**config.mk**
```make
export PLATFORM = sky130hd
export DESIGN_NAME = eth_mac_cfg_flat
export DESIGN_NICKNAME = d
export VERILOG_FILES = /design/src/rtl/eth_mac_cfg_if.sv /design/src/rtl/eth_mac_cfg.sv /design/src/flat_wrapper.sv
export SDC_FILE = /design/constraint.sdc
export NUM_CORES = 1
export LEC_CHECK = 0
export CAP_MARGIN = 20
export CORE_MARGIN = 2
export CORE_UTILIZATION = 51
export CTS_CLUSTER_SIZE = 25
export DETAILED_ROUTE_END_ITERATION = 8
export PLACE_DENSITY_LB_ADDON = 0.3
export SYNTH_ARGS = -nofsm -noshare
export SYNTH_HDL_FRONTEND = slang
export SYNTH_SLANG_ARGS = --single-unit
```
**constraint.sdc**
```tcl
create_clock -name clk_hifreq -period 1.8 [get_ports clk_hifreq]
set_input_delay 0.36 -clock clk_hifreq [delete_from_list [all_inputs] [get_ports clk_hifreq]]
set_output_delay 0.36 -clock clk_hifreq [all_outputs]
set_load 0.01 [all_outputs]
```
**src/rtl/eth_mac_cfg_if.sv**
```systemverilog
// Register write port shared by the configuration sequencer and the MAC
// instances. The sequencer drives address, data and the write strobe; the
// register fabric answers with busy to stall a write.
interface eth_mac_cfg_if #(
    parameter int unsigned ADDR_W = 8
) ();
    logic [ADDR_W-1:0] reg_addr;
    logic [31:0]       data_out;
    logic              wren;
    logic              busy;

    modport master (
        output reg_addr,
        output data_out,
        output wren,
        input  busy
    );

    modport slave (
        input  reg_addr,
        input  data_out,
        input  wren,
        output busy
    );
endinterface

```
**src/rtl/eth_mac_cfg.sv**
```systemverilog
// Power-up configuration sequencer for NUM_PORTS Ethernet MACs sharing one
// register write port. Each port is disabled, given its MAC address
// (MAC_ADDR + port) and max frame length, then re-enabled. A write that stays
// stalled by busy beyond BUSY_TIMEOUT cycles parks the sequencer in ERROR,
// holding the failing write on the bus for inspection.
module eth_mac_cfg #(
    parameter int unsigned NUM_PORTS    = 1,
    parameter int unsigned ADDR_W       = 8,
    parameter int unsigned PORT_STRIDE  = 'h40,
    parameter logic [47:0] MAC_ADDR     = 48'h001C23174ACB,
    parameter int unsigned FRM_LEN      = 1518,
    parameter bit          PROMISC      = 1'b1,
    parameter bit          PAD_REMOVE   = 1'b1,
    parameter int unsigned BUSY_TIMEOUT = 1024,
    parameter bit          AUTO_START   = 1'b1
) (
    input  logic                 clk_hifreq,
    input  logic                 rst,
    input  logic                 start,
    eth_mac_cfg_if.master        bus,
    output logic [3:0]           cur_port,
    output logic                 done,
    output logic                 error
);

    typedef enum logic [2:0] {
        S_IDLE,
        S_ISSUE,
        S_GAP,
        S_DONE,
        S_ERROR
    } state_t;

    typedef enum logic [2:0] {
        STEP_CMD_DIS,
        STEP_MAC0,
        STEP_MAC1,
        STEP_FRMLEN,
        STEP_CMD_EN
    } step_t;

    localparam int unsigned     TMO_W     = (BUSY_TIMEOUT > 1) ? $clog2(BUSY_TIMEOUT + 1) : 1;
    localparam logic [TMO_W-1:0] TMO_LIMIT = TMO_W'(BUSY_TIMEOUT);
    localparam logic [3:0]      LAST_PORT = 4'(NUM_PORTS - 1);

    state_t            state_q, state_d;
    step_t             step_q, step_d;
    logic [3:0]        port_q, port_d;
    logic [TMO_W-1:0]  tmo_q, tmo_d;
    logic [ADDR_W-1:0] addr_q, addr_d;
    logic [31:0]       data_q, data_d;
    logic              wren_q, wren_d;
    logic              done_q, done_d;
    logic              error_q, error_d;
    logic              launch;

    // Register address of a step: per-port base plus the register offset,
    // wrapping at the width of the address bus.
    function automatic logic [ADDR_W-1:0] step_addr(input logic [3:0] port, input step_t step);
        logic [7:0] offset;
        case (step)
            STEP_MAC0:   offset = 8'h03;
            STEP_MAC1:   offset = 8'h04;
            STEP_FRMLEN: offset = 8'h05;
            default:     offset = 8'h02;   // CMD_DIS and CMD_EN share the command register
        endcase
        return ADDR_W'(32'(port) * PORT_STRIDE + 32'(offset));
    endfunction

    // Write data of a step. MAC_ADDR[47:40] is the first octet on the wire,
    // so it lands in the least significant byte of MAC0.
    function automatic logic [31:0] step_data(input logic [3:0] port, input step_t step);
        logic [47:0] mac;
        mac = MAC_ADDR + 48'(port);
        case (step)
            STEP_MAC0:   return {mac[23:16], mac[31:24], mac[39:32], mac[47:40]};
            STEP_MAC1:   return {16'h0, mac[7:0], mac[15:8]};
            STEP_FRMLEN: return 32'(FRM_LEN);
            STEP_CMD_EN: return {26'h0, PAD_REMOVE, PROMISC, 2'b00, 2'b11};
            default:     return 32'h0;
        endcase
    endfunction

    // Next-state logic: walk ports and steps, stall on busy, time out, restart on start.
    always_comb begin
        // NOTE: every signal assigned here gets a default first so no path leaves one unassigned and infers a latch.
        state_d = state_q;
        step_d  = step_q;
        port_d  = port_q;
        tmo_d   = tmo_q;
        addr_d  = addr_q;
        data_d  = data_q;
        wren_d  = 1'b0;
        done_d  = done_q;
        error_d = error_q;
        launch  = 1'b0;

        case (state_q)
            S_IDLE: begin
                if (start || AUTO_START) begin
                    launch = 1'b1;
                end
            end

            S_ISSUE: begin
                wren_d = 1'b1;
                if (!bus.busy) begin
                    // Write accepted; step/port advance now so cur_port is
                    // already updated during the following gap cycle.
                    wren_d = 1'b0;
                    if (port_q == LAST_PORT && step_q == STEP_CMD_EN) begin
                        state_d = S_DONE;
                        done_d  = 1'b1;
                    end else begin
                        state_d = S_GAP;
                        if (step_q == STEP_CMD_EN) begin
                            step_d = STEP_CMD_DIS;
                            port_d = port_q + 4'd1;
                        end else begin
                            step_d = step_t'(3'(step_q) + 3'd1);
                        end
                    end
                end else if (BUSY_TIMEOUT != 0) begin
                    if (tmo_q == TMO_LIMIT) begin
                        wren_d  = 1'b0;
                        state_d = S_ERROR;
                        error_d = 1'b1;
                    end else begin
                        tmo_d = tmo_q + TMO_W'(1);
                    end
                end
            end

            S_GAP: begin
                state_d = S_ISSUE;
                wren_d  = 1'b1;
                tmo_d   = '0;
                addr_d  = step_addr(port_q, step_q);
                data_d  = step_data(port_q, step_q);
            end

            S_DONE, S_ERROR: begin
                if (start) begin
                    launch = 1'b1;
                end
            end

            default: state_d = S_IDLE;
        endcase

        if (launch) begin
            state_d = S_ISSUE;
            step_d  = STEP_CMD_DIS;
            port_d  = 4'd0;
            tmo_d   = '0;
            wren_d  = 1'b1;
            done_d  = 1'b0;
            error_d = 1'b0;
            addr_d  = step_addr(4'd0, STEP_CMD_DIS);
            data_d  = step_data(4'd0, STEP_CMD_DIS);
        end
    end

    // State and registered outputs; reset clears everything at once, even mid-write.
    always_ff @(posedge clk_hifreq or negedge rst) begin
        if (!rst) begin
            state_q <= S_IDLE;
            step_q  <= STEP_CMD_DIS;
            port_q  <= 4'd0;
            tmo_q   <= '0;
            addr_q  <= '0;
            data_q  <= 32'h0;
            wren_q  <= 1'b0;
            done_q  <= 1'b0;
            error_q <= 1'b0;
        end else begin
            // NOTE: non-blocking assignments so every register samples the pre-edge values.
            state_q <= state_d;
            step_q  <= step_d;
            port_q  <= port_d;
            tmo_q   <= tmo_d;
            addr_q  <= addr_d;
            data_q  <= data_d;
            wren_q  <= wren_d;
            done_q  <= done_d;
            error_q <= error_d;
        end
    end

    assign bus.reg_addr = addr_q;
    assign bus.data_out = data_q;
    assign bus.wren     = wren_q;
    assign cur_port     = port_q;
    assign done         = done_q;
    assign error        = error_q;

endmodule

```
**src/flat_wrapper.sv**
```systemverilog
// flat-port wrapper written by rule: the top's interface ports become plain ports
module eth_mac_cfg_flat 
#(
    parameter int unsigned NUM_PORTS    = 1,
    parameter int unsigned ADDR_W       = 8,
    parameter int unsigned PORT_STRIDE  = 'h40,
    parameter logic [47:0] MAC_ADDR     = 48'h001C23174ACB,
    parameter int unsigned FRM_LEN      = 1518,
    parameter bit          PROMISC      = 1'b1,
    parameter bit          PAD_REMOVE   = 1'b1,
    parameter int unsigned BUSY_TIMEOUT = 1024,
    parameter bit          AUTO_START   = 1'b1
)
  (clk_hifreq, rst, start, cur_port, done, error, bus_reg_addr, bus_data_out, bus_wren, bus_busy);
  eth_mac_cfg_if #(.ADDR_W(ADDR_W)) bus_i ();
  input  logic clk_hifreq;
  input  logic rst;
  input  logic start;
  output logic [3:0] cur_port;
  output logic done;
  output logic error;
  output wire logic [$bits(bus_i.reg_addr)-1:0] bus_reg_addr;
  output wire logic [$bits(bus_i.data_out)-1:0] bus_data_out;
  output wire logic [$bits(bus_i.wren)-1:0] bus_wren;
  input wire logic [$bits(bus_i.busy)-1:0] bus_busy;
  assign bus_reg_addr = bus_i.reg_addr;
  assign bus_data_out = bus_i.data_out;
  assign bus_wren = bus_i.wren;
  assign bus_i.busy = bus_busy;
  eth_mac_cfg #(.NUM_PORTS(NUM_PORTS), .ADDR_W(ADDR_W), .PORT_STRIDE(PORT_STRIDE), .MAC_ADDR(MAC_ADDR), .FRM_LEN(FRM_LEN), .PROMISC(PROMISC), .PAD_REMOVE(PAD_REMOVE), .BUSY_TIMEOUT(BUSY_TIMEOUT), .AUTO_START(AUTO_START)) u_core (.clk_hifreq(clk_hifreq), .rst(rst), .start(start), .bus(bus_i), .cur_port(cur_port), .done(done), .error(error));
endmodule
```
== Word-level counts from Yosys, hierarchy flattened ==
Cells that the tools add are included.

* Logic and storage cells: 87
* Register bits after elaboration: 64
* Memories: 0
* Latch bits: 0
* Memory bits (writable): 0
* Memory bits (read-only): 0
* Input bits: 4

* Multiplexer cells: 40
* Reductions and logical operators: 18
* Divide/modulo/power cells: 0
* $add $sub $neg: 5
* Shift-type cells: 0
* $mul: 0
* Equality and inequality tests: 15
* Bitwise gates (word level): 0
* $lt $le $gt $ge: 0

{| class="wikitable"
|+ Operator list
! operator !! count
|-
| $pmux 32 s4 || 1
|-
| $mux 32 || 2
|-
| $add 37x4->38 const A || 1
|-
| $mux 11 || 3
|-
| $mux 3 || 8
|-
| $mux 8 || 3
|-
| $pmux 11 s2 || 1
|-
| $mux 4 || 5
|-
| $pmux 3 s3 || 2
|-
| $mux 1 || 13
|-
| $eq 3x2->1 const B || 4
|-
| $reduce_and 3->1 || 4
|-
| $reduce_bool 2->1 || 6
|-
| $add 11x1->11 const B || 1
|-
| $eq 11x11->1 const B || 1
|-
| $add 8x8->8 || 1
|-
| $eq 3x1->1 const B || 2
|-
| $eq 3x3->1 const B || 2
|-
| $ne 2x1->1 const B || 3
|-
| $ne 3x2->1 const B || 2
|-
| $add 4x1->4 const B || 1
|-
| $logic_not 4->1 || 1
|-
| $ne 4x2->1 const B || 1
|-
| $pmux 1 s2 || 2
|-
| other kinds (8) || 8
|}

== Longest topological paths before layout ==
Gate-level depths: netlist of the first run.

* Depth in word-level cells: 6
* Mapped depth: 6
* Mapped depth without buffers: 6

== Worst setup path after synthesis of the first run ==
OpenSTA, ideal clock, no wires.

* Path kind: flip-flop to flip-flop
* Start: reg u_core.port_q[0] (netlist: u_core.cur_port[0])
* End: reg u_core.state_q[0]
* Path buffers: 0
* Path slack: 0.158 ns
* Cell stages (with the launch flop): 7
* Data required time: 1.723 ns
* Data arrival time: 1.564 ns
* Cell sequence: dfrtp_1 inv_1 ha_1 nor3b_1 nand4_1 and4bb_2 a21oi_1

* Cells in the longest elaborated chain, start to end: 6

{| class="wikitable"
|+ Ends and longest elaborated chain
! item !! RTL line !! text
|-
| start: declaration || eth_mac_cfg.sv:48 || <nowiki>logic [3:0] port_q, port_d;</nowiki>
|-
| start signal: assignment || eth_mac_cfg.sv:180 || <nowiki>port_q <= port_d;</nowiki>
|-
| $logic_not 4->1 || eth_mac_cfg.sv:111 || <nowiki>if (port_q == LAST_PORT && step_q == STEP_CMD_EN) begin</nowiki>
|-
| $logic_and 1x1->1 || eth_mac_cfg.sv:111 ||
|-
| $mux 1 || eth_mac_cfg.sv:111 ||
|-
| $mux 3 || eth_mac_cfg.sv:107 || <nowiki>if (!bus.busy) begin</nowiki>
|-
| $pmux 3 s3 || eth_mac_cfg.sv:98 || <nowiki>case (state_q)</nowiki>
|-
| $mux 3 || eth_mac_cfg.sv:151 || <nowiki>if (launch) begin</nowiki>
|-
| end signal: assignment || eth_mac_cfg.sv:178 || <nowiki>state_q <= state_d;</nowiki>
|-
| end: declaration || eth_mac_cfg.sv:46 || <nowiki>state_t state_q, state_d;</nowiki>
|}

No other way between the ends.
A chain may end at the register's enable or synchronous reset.

== Final worst setup path of the first run ==
* Start: reg u_core.port_q[2] (netlist: u_core.cur_port[2])
* End: out cur_port[2]

{| class="wikitable"
|+ RTL lines
! item !! RTL line !! text
|-
| end: declaration || flat_wrapper.sv:19 || <nowiki>output logic [3:0] cur_port;</nowiki>
|}

No word-level cell between the ends.

==> impl_metrics.tcl, run 1 <==
set metrics [dict create \
    status "complete, no violations" \
    synth_seq_cells 40 \
    via_per_inst 5.39 \
    drive_gt1_share_pct 17.6 \
    drtIter0Drc 105 \
    fillers 358 \
    critPathBufInv 1 \
    drc_errors 0 \
    drv_cap 0 \
    path_class "register to output port" \
    rsz0062_at_grt "yes" \
    cts_hold_buf 0 \
    dp_cells 324 \
    clock_skew_ps 8.70 \
    synth_top_family_by_area "simple AND/OR/NAND/NOR gates" \
    slowest_stage "clkdlybuf4s50_1" \
    critical_path.startpoint_type "register" \
    numPortBuffers 37 \
    tns_ps 0 \
    endpoint_kind "output port" \
    finalNonFillerCells 331 \
    ant_nets 0 \
    p_total_mw 3.02 \
    dr.pass1.iters 4 \
    ir_drop_uv 748 \
    diodes 0 \
    setup_viol 0 \
    yosysSeqAreaShare_pct 42.8 \
    place_area_um2 2780 \
    wl_met2_mm 2.02 \
    die_height_um 71.7 \
    overflow 0 \
    multi_input_area_um2 1100 \
    topRoutingLayerUsed "met4" \
    nets 293 \
    dieArea_um2 5140 \
    seq_area_um2 1000 \
    synth_xor_area_share_pct 4.49 \
    utilization_pct 65.3 \
    cellLeakagePower_nw 1.30 \
    antenna_found_initial 0 \
    path_cells "clkdlybuf4s50_1" \
    synthMuxAreaShare_pct 1.34 \
    hp-class "input port to async pin" \
    clk_latency_ps 290 \
    setup_ws_ps 37.0 \
    h-tree-depth 2 \
    synth_most_common_cell "dfrtp_1" \
    synth.top_cells.by_area "dfrtp_1 (43%), buf_4 (8.0%), ha_1 (5.4%), xor2_1 (3.0%), nor2_1 (2.7%)" \
    p_clk_share_pct 18.7 \
    grtUsageTotal_pct 19.7 \
    grt_max_degree 27 \
    switchingPower_mw 1.08 \
    dr_wl_met3_um 320 \
    syn_inst 229 \
    gp_congestion 0.866 \
    synth_compound_area_share_pct 13.6 \
    met1_length_mm 2.27 \
    clock-sinks 40 \
    worst_path_largest_cell_delay_ps 600 \
    grt_pass1_wl_mm 7.77 \
    cts_setup_buffers 0 \
    via_count 1783 \
    synth-main-ff-cell "dfrtp_1" \
    tightest_slew_ps 600 \
    dp_slack_ps -102 \
    clkSlewWorstSetupHoldPaths_ps 80 \
    post-dp-hpwl_mm 3.52 \
    synth_adder_area_share_pct 5.35 \
    slew_violations 0 \
    synth_top_area_share_pct 42.8 \
    ys_warn_count 0 \
    start_util_pct 53.3 \
    required_ps 1440 \
    fin_hold_ws_ps 63.2 \
    cts_resized 0 \
    synth_area_um2 2340 \
    cts_root_buf "clkbuf_8" \
    crit_arrival_ps 1400 \
    cts_tree "built" \
    synth_edf_count 0 \
    p_int_mw 1.94 \
    clockBufferDepth 2 \
    design.portCount 51 \
    cpLargestDelayFamily "buffers and inverters" \
    p_seq_share_pct 39.1 \
    final_hold_viol_count 0 \
    avgRoutedWirePerCell_um 14.1 \
    wirelength_mm 4.68 \
    area_delta_synth_final_pct 22.4 \
    power_frac_comb_pct 42.3 \
    placement_rows 24 \
    p_sw_share_pct 35.7 \
    powerDensity_nw_per_um2 1050 \
    max_freq_mhz 567 \
    synth_simple_gate_area_share_pct 20.0 \
    cts_made_buffers 5 \
    grt_pass1_vias 1623 \
    finalCriticalPeriod_ps 1760 \
    coreArea_um2 4380 \
    die_width_um 71.7 \
    worstPathMaxFanout 9 \
    synthDistinctLibCells 53 \
    syn_avg_cell_area_um2 10.2 \
    async_reset_ff_share_pct 100 \
    yosys-top-cells-count "dfrtp_1 (40), buf_4 (25), nor2_1 (17), inv_1 (16), a21oi_1 (12)" \
    yosysTopAreaCell "dfrtp_1" \
    finalCritPeriodShare_pct 97.9 \
    stdcell_area_um2 2860 \
    slew_headroom_pct 60.0 \
]
==> registers in the layout, summed over array words and instances (netlist names) <==
signal and flops:
u_core.bus.data_out 12, u_core.done 1, u_core.step_q 3, u_core.bus.reg_addr 4, u_core.state_q 3, u_core.error 1, u_core.tmo_q 11, u_core.bus.wren 1
u_core.cur_port 4
==> power groups by stage <==
stage,combinational (mW),sequential (mW),clock (mW)
6_report,1.28,1.18,0.563
5_1_grt,1.40,1.20,0.617
4_1_cts,1.28,1.18,0.577
3_5_place_dp,1.27,1.19,0
3_3_place_gp,1.26,1.19,0
2_1_floorplan,0.805,1.16,0
==> worst paths after layout <==
path                                                     start                                  end  slack, ps  cells past startpoint
setup / recovery                u_core.cur_port[2]$_DFFE_PN0P_                          cur_port[2]         40                      1
hold / removal                                             rst             u_core.error$_DFFE_PN0P_         60                      1
setup reg to reg                   u_core.tmo_q[4]$_DFFE_PN0P_            u_core.bus.wren$_DFF_PN0_        140                      4
hold reg to reg            u_core.bus.data_out[10]$_DFFE_PN0P_  u_core.bus.data_out[10]$_DFFE_PN0P_        500                      1
max in group asynchronous                                  rst  u_core.bus.data_out[15]$_DFFE_PN0P_       1170                      2
min in group clk_hifreq    u_core.bus.data_out[10]$_DFFE_PN0P_  u_core.bus.data_out[10]$_DFFE_PN0P_        500                      1
==> layout by cell type (no fill, tap or decap), drive strengths merged, types with 5 or more instances in the layout <==
master         Yosys  routed
dfrtp             40      40
clkdlybuf4s50      0      36
buf               30      27
nor2              17      17
inv               16      16
conb               1      13
a21oi             12      12
ha                10      10
nand2              9       9
nand4              9       9
xor2               8       8
o21ai              6       6
o2bb2ai            6       6
clkbuf             2       6
nor3               5       5
==> final cells by class <==
| cell class | instances | area share (%) |
|---|---|---|
| Tap cell | 52 | 2.27 |
| Multi-Input combinational cell | 153 | 38.3 |
| Inverter | 16 | 2.10 |
| Clock inverter | 1 | 0.175 |
| Sequential cell | 40 | 35.0 |
| Timing Repair Buffer | 63 | 19.6 |
| Clock buffer | 6 | 2.54 |
==> logic make-up (layout without fill, tap and decap cells) <==
group	after synthesis	after routing
adder cells (fa/ha/maj)	10	10
AND/OR/NAND/NOR	71	71
other	1	13
multiplexers	3	3
XOR/XNOR	12	12
buffers and inverters	48	86
AO/OA/AOI/OAI	44	44
flip-flops	40	40
==> per-layer routing <==
layer	GRT usage, %	up-vias
met3	4.78	7
li1	-	869
met4	5.45	0
met5	0	-
met2	30.0	64
met1	28.2	843
Power figures use the tool's default switching activity.
==> run 2, diff against run 1 <==
SLEW_MARGIN = 20   (was unset)
==> results of run 2 <==
Final layout, timing and power as in run 1 (identical DEF).
==> run 3, diff against run 2 <==
==> constraint.sdc (replaced) <==
create_clock -name clk_hifreq -period 1.8 [get_ports clk_hifreq]
set_input_delay 0.36 -clock clk_hifreq [delete_from_list [all_inputs] [get_ports clk_hifreq]]
set_output_delay 0.36 -clock clk_hifreq [all_outputs]
set_load 0.1 [all_outputs]
==> impl_metrics.tcl, run 3 (same netlist as run 1, synthesis figures left out) <==
set metrics [dict create \
    coreArea_um2 4380 \
    worst-r2r-setup-slack_ps 100 \
    dieArea_um2 5140 \
    ant_nets 0 \
    hp-class "input port to async pin" \
    finalCriticalPeriod_ps 1700 \
    clock-sinks 40 \
    rsz0062_at_grt "no" \
    final_hold_viol_count 0 \
    cts_resized 0 \
    setup_viol 0 \
    finalCritPeriodShare_pct 94.4 \
    slew_violations 0 \
    cellLeakagePower_nw 1.43 \
    required_ps 2020 \
    design.portCount 51 \
    drv_cap 0 \
    nets 286 \
    dr.pass1.iters 4 \
    cts_hold_buf 0 \
    setup_ws_ps 101 \
    dp_slack_ps -93.9 \
    crit_arrival_ps 1920 \
    use_met3_pct 4.92 \
    grt_most_used_layer "met2" \
    met2_usage_pct 29.7 \
    cts_setup_buffers 0 \
    ir_drop_uv 898 \
    avgRoutedWirePerCell_um 14.8 \
    grt_max_degree 23 \
    placement_rows 24 \
    h-tree-depth 2 \
    start_util_pct 53.3 \
    worstPathMaxFanout 6 \
    clockBufferDepth 2 \
    endpoint_kind "register" \
    diodes 0 \
    antenna_found_initial 0 \
    cts_root_buf "clkbuf_8" \
    grt_pass1_wl_mm 7.96 \
    grtUsageTotal_pct 19.7 \
    clkSlewWorstSetupHoldPaths_ps 80 \
    cts_tree "built" \
    clock_skew_ps 7.25 \
    via_count 1777 \
    status "complete, no violations" \
    final_cell_mix "dfrtp_1 (36), buf_12 (35), buf_4 (18)" \
    drtIter0Drc 82 \
    use_met1_pct 28.2 \
    gp_congestion 0.918 \
    tightest_slew_ps 629 \
    grt_pass1_vias 1659 \
    die_width_um 71.7 \
    path_class "register to register" \
    die_height_um 71.7 \
    drc_errors 0 \
    largest_reg_flops 12 \
    cts_made_buffers 5 \
    worst-r2r-cell-count 6 \
    post-dp-hpwl_mm 3.63 \
    wirelength_mm 4.79 \
    tns_ps 0 \
    max_freq_mhz 589 \
    slew_headroom_pct 58.1 \
    drive_gt1_share_pct 29.7 \
    powerDensity_nw_per_um2 1340 \
    overflow 0 \
    via_per_inst 5.47 \
    numPortBuffers 37 \
    final_common_cell "dfrtp_1" \
    area_delta_synth_final_pct 36.7 \
    clk_latency_ps 290 \
    critical_path.startpoint_type "register" \
]
[run 3: changes by cell type in the layout (fill, tap and decap cells not counted)]
cell | before | now
nor3b_2 | 1 | 2
clkbuf_8 | 5 | 6
clkbuf_1 | 1 | 2
clkinv_2 | 1 | 0
o41ai_2 | 0 | 1
dfrtp_2 | 1 | 2
buf_4 | 26 | 18
buf_12 | 0 | 35
clkdlybuf4s50_1 | 36 | 2
dfrtp_1 | 39 | 36
o41ai_1 | 1 | 0
nor3b_1 | 2 | 1
dfrtp_4 | 0 | 2
[run 3: critical path: stages, from the launching register on]
cell      delay [ps]
dfrtp_4          520
inv_1            130
ha_1             180
nor3b_2          260
nand4_1          170
and4bb_2         260
a21oi_1          110
[run 3: per-stage QoR]
step                hold WS (ps)  instances  area [um^2]  utilization, %  total power [mW]
floorplan                   64.4        241         2410               -              2.90
global placement             329        317         3110            70.8              3.66
global route                43.1        325         3200            72.9              4.46
CTS                         21.5        325         3200            72.9              4.29
finish                      5.46        325         3200            72.9              4.28
detailed placement           341        317         3110            70.8              3.68
[run 3: final cells by class]
| class | instances | area [um^2] |
|---|---|---|
| Tap cell | 52 | 65.1 |
| Timing Repair Buffer | 56 | 861 |
| Inverter | 16 | 60.1 |
| Clock buffer | 8 | 90.1 |
| Multi-Input combinational cell | 153 | 1110 |
| Sequential cell | 40 | 1010 |
| Fill cell | 293 | 1190 |
[run 3: routing by layer]
layer / part of all wire [%] / vias up
li1: - / 850
met1: 46 / 866
met2: 47 / 55
met3: 5.7 / 6
met4: 1.1 / 0
met5: 0 / -
[run 3: path summary, 6_finish.rpt]
path | startpoint | endpoint
setup / recovery | u_core.cur_port[1]$_DFFE_PN0P_ | u_core.state_q[0]$_DFFE_PN0P_
hold / removal | rst | u_core.done$_DFFE_PN0P_
setup reg to reg | u_core.cur_port[1]$_DFFE_PN0P_ | u_core.state_q[0]$_DFFE_PN0P_
hold reg to reg | u_core.bus.reg_addr[0]$_DFFE_PN0P_ | u_core.bus.reg_addr[0]$_DFFE_PN0P_
max in group asynchronous | rst | u_core.tmo_q[7]$_DFFE_PN0P_
min in group clk_hifreq | u_core.bus.reg_addr[0]$_DFFE_PN0P_ | u_core.bus.reg_addr[0]$_DFFE_PN0P_
[run 3: power breakdown]
part | switching (mW) | internal, mW
combinational | 1.57 | 0.865
clock | 0.297 | 0.313
sequential | 0.215 | 1.02
